==> config.mk <==
export PLATFORM = sky130hd
export DESIGN_NAME = ex_muldiv_sequencer
export DESIGN_NICKNAME = d
export VERILOG_FILES = /design/src/rtl/ex_muldiv_sequencer.sv
export SDC_FILE = /design/constraint.sdc
export NUM_CORES = 1
export LEC_CHECK = 0
export CAP_MARGIN = 25
export CELL_PAD_IN_SITES_DETAIL_PLACEMENT = 2
export CELL_PAD_IN_SITES_GLOBAL_PLACEMENT = 2
export CORE_MARGIN = 3
export CORE_UTILIZATION = 25
export CTS_CLUSTER_DIAMETER = 40
export DETAILED_ROUTE_END_ITERATION = 10
export PLACE_DENSITY_LB_ADDON = 0.1
export RECOVER_POWER = 100
export SLEW_MARGIN = 40
export SYNTH_ARGS = -nofsm -noshare
export SYNTH_HDL_FRONTEND = slang
export SYNTH_SLANG_ARGS = --single-unit
export TNS_END_PERCENT = 100
==> constraint.sdc <==
create_clock -name clk_i -period 16.5 [get_ports clk_i]
set_input_delay 3.3 -clock clk_i [delete_from_list [all_inputs] [get_ports clk_i]]
set_output_delay 3.3 -clock clk_i [all_outputs]
set_load 0.05 [all_outputs]
==> src/rtl/ex_muldiv_sequencer.sv <==
// Iterative radix-2 multiply/divide sequencer for MULT/MULTU/DIV/DIVU, owning HI/LO.
// One shift-add or restoring shift-subtract step per cycle; stalls the pipeline while busy.
module ex_muldiv_sequencer #(
  parameter int unsigned WIDTH = 32
) (
  input  logic             clk_i,
  input  logic             rst_i,
  input  logic             start_i,
  input  logic [1:0]       op_i,
  input  logic [WIDTH-1:0] opa_i,
  input  logic [WIDTH-1:0] opb_i,
  input  logic             flush_i,
  output logic             stall_o,
  output logic             busy_o,
  output logic             done_o,
  output logic             div_zero_o,
  output logic [WIDTH-1:0] hi_o,
  output logic [WIDTH-1:0] lo_o
);

  localparam int unsigned CntW = (WIDTH > 1) ? $clog2(WIDTH) : 1;

  typedef enum logic [1:0] {StIdle, StBusy, StDone} state_e;

  state_e            state_q, state_d;
  logic [CntW-1:0]   cnt_q, cnt_d;
  logic [1:0]        op_q, op_d;
  logic [WIDTH:0]    wh_q, wh_d;
  logic [WIDTH-1:0]  wl_q, wl_d;
  logic [WIDTH-1:0]  b_q, b_d;
  logic              neg_q, neg_d;
  logic              rneg_q, rneg_d;
  logic              bz_q, bz_d;
  logic              div_zero_q, div_zero_d;
  logic [WIDTH-1:0]  hi_q, hi_d, lo_q, lo_d;

  logic              sa, sb;
  logic [WIDTH:0]    sum, sh, trial;
  logic [WIDTH:0]    wh_step;
  logic [WIDTH-1:0]  wl_step;
  logic [2*WIDTH-1:0] prod;
  logic [WIDTH-1:0]  quo, rem;

  // Datapath step: wh holds the running high half / partial remainder, wl the
  // multiplier bits being consumed / dividend bits shifting out as quotient bits shift in.
  always_comb begin
    sum   = {1'b0, wh_q[WIDTH-1:0]} + {1'b0, (wl_q[0] ? b_q : {WIDTH{1'b0}})};
    sh    = {wh_q[WIDTH-1:0], wl_q[WIDTH-1]};
    trial = sh - {1'b0, b_q};
    if (op_q[1]) begin
      wh_step = trial[WIDTH] ? sh : trial;
      wl_step = {wl_q[WIDTH-2:0], ~trial[WIDTH]};
    end else begin
      wh_step = {1'b0, sum[WIDTH:1]};
      wl_step = {sum[0], wl_q[WIDTH-1:1]};
    end
    prod = {wh_step[WIDTH-1:0], wl_step};
    if (neg_q) prod = -prod;
    quo = wl_step;
    if (neg_q) quo = -quo;
    rem = wh_step[WIDTH-1:0];
    if (rneg_q) rem = -rem;
  end

  assign sa = ~op_i[0] & opa_i[WIDTH-1];
  assign sb = ~op_i[0] & opb_i[WIDTH-1];

  always_comb begin
    state_d    = state_q;
    cnt_d      = cnt_q;
    op_d       = op_q;
    wh_d       = wh_q;
    wl_d       = wl_q;
    b_d        = b_q;
    neg_d      = neg_q;
    rneg_d     = rneg_q;
    bz_d       = bz_q;
    div_zero_d = div_zero_q;
    hi_d       = hi_q;
    lo_d       = lo_q;
    unique case (state_q)
      StIdle: begin
        if (start_i && !flush_i) begin
          state_d    = StBusy;
          op_d       = op_i;
          wh_d       = '0;
          wl_d       = sa ? -opa_i : opa_i;
          b_d        = sb ? -opb_i : opb_i;
          neg_d      = sa ^ sb;
          rneg_d     = sa;
          bz_d       = (opb_i == '0);
          cnt_d      = CntW'(WIDTH - 1);
          div_zero_d = 1'b0;
        end
      end
      StBusy: begin
        if (flush_i) begin
          state_d = StIdle;
        end else begin
          wh_d  = wh_step;
          wl_d  = wl_step;
          cnt_d = cnt_q - 1'b1;
          if (cnt_q == '0) begin
            state_d = StDone;
            if (op_q[1]) begin
              // Zero divisor: remainder path already reproduces the dividend.
              lo_d       = bz_q ? '1 : quo;
              hi_d       = rem;
              div_zero_d = bz_q;
            end else begin
              {hi_d, lo_d} = prod;
            end
          end
        end
      end
      StDone:  state_d = StIdle;
      default: state_d = StIdle;
    endcase
  end

  always_ff @(posedge clk_i or posedge rst_i) begin
    if (rst_i) begin
      state_q    <= StIdle;
      cnt_q      <= '0;
      op_q       <= '0;
      wh_q       <= '0;
      wl_q       <= '0;
      b_q        <= '0;
      neg_q      <= 1'b0;
      rneg_q     <= 1'b0;
      bz_q       <= 1'b0;
      div_zero_q <= 1'b0;
      hi_q       <= '0;
      lo_q       <= '0;
    end else begin
      state_q    <= state_d;
      cnt_q      <= cnt_d;
      op_q       <= op_d;
      wh_q       <= wh_d;
      wl_q       <= wl_d;
      b_q        <= b_d;
      neg_q      <= neg_d;
      rneg_q     <= rneg_d;
      bz_q       <= bz_d;
      div_zero_q <= div_zero_d;
      hi_q       <= hi_d;
      lo_q       <= lo_d;
    end
  end

  assign stall_o    = ((state_q == StIdle) && start_i && !flush_i) || (state_q == StBusy);
  assign busy_o     = (state_q == StBusy);
  assign done_o     = (state_q == StDone);
  assign div_zero_o = div_zero_q;
  assign hi_o       = hi_q;
  assign lo_o       = lo_q;

endmodule

==> out/results.md <==
| Quantity | This run |
|---|---|
| Number of clock sinks | 172 |
| Number of storage elements in the synthesis netlist | 172 |
| Worst R2R Setup Slack | 7.63 ns |
| Crit. End Element | async pin |
| Vias per std cell | 5.39 |
| VDD IR max | 0.101 mV |
| Number of hold violations in the final report | 0 |
| Placed wire-length estimate after detailed placement | 52500 µm |
| Clock root buffer master | sky130_fd_sc_hd__clkbuf_16 |
| Critical register-to-register path endpoint | hi_o[28]$_DFFE_PP0P_ |
| Slew at the pin closest to its max-slew limit | 5.89 ns |
| Port bufs | 137 |
| Routed wire per std cell | 24.6 µm |
| Maximum fanout along the worst path | 113 |
| Synth unique cells | 91 |
| Post-layout worst setup margin | 6.52 ns |
| Vertical extent of the die | 249 µm |
| Count of mapped cells out of synthesis | 1866 |
| Worst setup skew after layout | 0.0110 ns |
| Area of all placed cells without fillers | 17500 µm² |
| Data arrival time of the critical path | 9.84 ns |
| Number of enable flip-flop cells after synthesis | 0 |
| Initial Utilization | 25.4% |
| Leakage power summed over all cells | 7.28 nW |
| Fraction of the cycle the final worst path needs | 60.5% |
| Vias after detailed routing | 14800 |
| Via count of the first global-routing pass | 15900 |
| # setup viols final | 0 |
| Shortest period the worst path allows | 9.98 ns |
| Number of design-rule violations left by the first detailed-router iteration | 870 |
| Worst Hold Depth | 2 |
| Sequential cell area fraction in the yosys report | 29.1% |
| Critical Path RT | 16.36 ns |
| Total standard cell area after synthesis | 14800 µm² |
| Number of standard cells in the final layout excluding fillers | 2739 |
| Share of final-layout standard cells stronger than drive strength 1 | 5.42% |
| Die X | 249 µm |
| Hold path startpoint | hi_o[12]$_DFFE_PP0P_ |
| Die ar. | 62100 µm² |
| Path depth of the worst reg2reg path | 24 |
| Weighted congestion reported at the end of routability-driven placement | 0.853 |
| Post-CTS sizing | 0 |
| DRT Pass-1 Iters | 5 |
| Most instantiated flip-flop cell in the synthesis netlist | sky130_fd_sc_hd__dfrtp_1 |
| Area of placed instances | 17000 µm² |
| Type of origin of the critical path | input pin |
| Async SR Flop Fraction | 100% |
| Power density over cell area | 180 nW/µm² |
| Violated checks | capacitance limit, slew limit |
| Worst hold slack | 0.476 ns |
| Critical register-to-register path startpoint | wl_q[31]$_DFFE_PP0P_ |
| Total count of max-transition violations in the final report | 495 |
| Most frequent cells in the layout | sky130_fd_sc_hd__nand2_1, sky130_fd_sc_hd__o21ai_0, sky130_fd_sc_hd__dfrtp_1 |
| Instance count after placement with tap cells included | 2707 |
| Number of maximum-capacitance violations | 9 |
| Count of warnings emitted by yosys | 0 |
| Hold path endpoint | hi_o[12]$_DFFE_PP0P_ |
| TritonCTS clock tree | built |
| Worst-path clk slew | 0.07 ns |
| Synthesized area per cell | 7.92 µm² |
| Core Util, Final | 30.1% |
| Remaining design rule violation count | 0 |
| Overflow left after global routing | 0 |
| Max Root-Sink Buffers | 2 |
| Setup bufs post-CTS | 0 |
| Tot GR Track Use | 21.7% |
| Final wirelength | 67500 µm |
| Most common cell after layout, fill and taps aside | sky130_fd_sc_hd__nand2_1 |
| Hold-fix buffers, CTS | 0 |
| H-tree depth | 4 |
| Later-pin clock latency in the skew report | 0.50 ns |
| Std-Cell Core Area | 58100 µm² |
| Total number of placement rows | 88 |
| Worst setup path category | input pin to async pin |
| Net count after synthesis | 2008 |
| Worst slack, placed | 7.89 ns |
| Post-route total power | 3.15 mW |
| Maximum operating frequency | 0.100 GHz |
| Kind of path behind the tightest hold check | flop to flop |
| Setup TNS | 0 ns |
| Largest net degree at the start of global routing | 114 |
| Wire length of the first global-routing pass | 103000 µm |
| Layout-stage area growth over the synthesis result | 18.4% |
| Net count reported at finish | 2103 |
| Number of nets still failing antenna checks after routing | 0 |
| Result of the run | complete, but fails checks |
| Unrepaired setup endpoints after global routing | no |
| Number of antenna violations at the first check in global routing | 0 |
| I/O pin count | 138 |
| Relative max-transition margin | -293% |
| Cts bufs inserted | 17 |
| Total inserted antenna cells | 0 |
[cell type report]
type,count,area [µm²]
clock buffers,21,470
clock inverters,11,133
fillers,6742,40600
inverters,69,260
multi-input cells,1532,9790
flip-flops and latches,172,4310
well taps,765,957
repair buffers,169,1580
[cells by family after synthesis]
kind of cell             Yosys count  share of synthesized area, %
AND/OR/NAND/NOR                  634                          20.7
flip-flops                       172                          29.1
buffers and inverters            162                          4.33
adder cells (fa/ha/maj)           72                          6.20
multiplexers                      48                          3.40
XOR/XNOR                         158                          9.36
AO/OA/AOI/OAI                    620                          26.9
[how the worst max path moves through the flow]
stage | start | depth (start not counted) | slack, ns | to
CTS | flush_i | 4 | 7.89 | stall_o
floorplan | flush_i | 4 | 8.52 | stall_o
finish | rst_i | 3 | 6.52 | wl_q[31]$_DFFE_PP0P_
global route | rst_i | 3 | 5.08 | b_q[0]$_DFFE_PP0P_
global placement | flush_i | 4 | 7.88 | stall_o
detailed placement | flush_i | 4 | 7.89 | stall_o
[routing by layer]
| layer | GRT usage, % | vias to the layer above | wire length, µm |
|---|---|---|---|
| li1 | - | 6950 | - |
| met1 | 29.6 | 7555 | 32700 |
| met2 | 36.0 | 192 | 31700 |
| met3 | 2.89 | 56 | 1720 |
| met4 | 5.49 | 0 | 1430 |
| met5 | 0 | - | 0 |
[sequential cells by signal, summed over array words and instances (netlist names), 2 cells and up]
name     count
state_q      2
b_q         32
wh_q        32
cnt_q        5
wl_q        32
lo_o        32
hi_o        32
[report_power, final]
part           switching, mW  total (mW)  leakage, nW  internal, mW
logic                   1.36        2.06         4.74         0.700
clock network          0.205       0.443        0.296         0.237
registers              0.144       0.646         2.25         0.501
[synthesized netlist by cell type (17+ instances only)]
library cell | number | share of area [%]
sky130_fd_sc_hd__nand2_1 | 240 | 6.1
sky130_fd_sc_hd__o21ai_0 | 203 | 6.9
sky130_fd_sc_hd__dfrtp_1 | 172 | 29
sky130_fd_sc_hd__a21oi_1 | 146 | 4.9
sky130_fd_sc_hd__nor2_1 | 133 | 3.4
sky130_fd_sc_hd__xnor2_1 | 86 | 5.1
sky130_fd_sc_hd__xor2_1 | 72 | 4.3
sky130_fd_sc_hd__clkbuf_1 | 70 | 1.8
sky130_fd_sc_hd__ha_1 | 70 | 5.9
sky130_fd_sc_hd__inv_1 | 66 | 1.7
sky130_fd_sc_hd__nor3_1 | 46 | 1.6
sky130_fd_sc_hd__and2_1 | 43 | 1.8
sky130_fd_sc_hd__o22a_1 | 32 | 1.9
sky130_fd_sc_hd__mux2i_1 | 31 | 2.1
sky130_fd_sc_hd__nand3_1 | 30 | 1.0
sky130_fd_sc_hd__o31ai_1 | 29 | 1.5
sky130_fd_sc_hd__a211oi_1 | 21 | 1.1
sky130_fd_sc_hd__o211ai_1 | 21 | 1.1
sky130_fd_sc_hd__or3_1 | 21 | 0.89
sky130_fd_sc_hd__a21o_1 | 18 | 0.91
sky130_fd_sc_hd__a31oi_1 | 17 | 0.72
sky130_fd_sc_hd__mux2_2 | 17 | 1.3
[worst max-delay path: stages]
cell	delay, ns
sky130_fd_sc_hd__dlygate4sd3_1	0.55
sky130_fd_sc_hd__clkinvlp_2	3.19
sky130_fd_sc_hd__clkbuf_1	2.53
(Power assumes the default switching activity.)
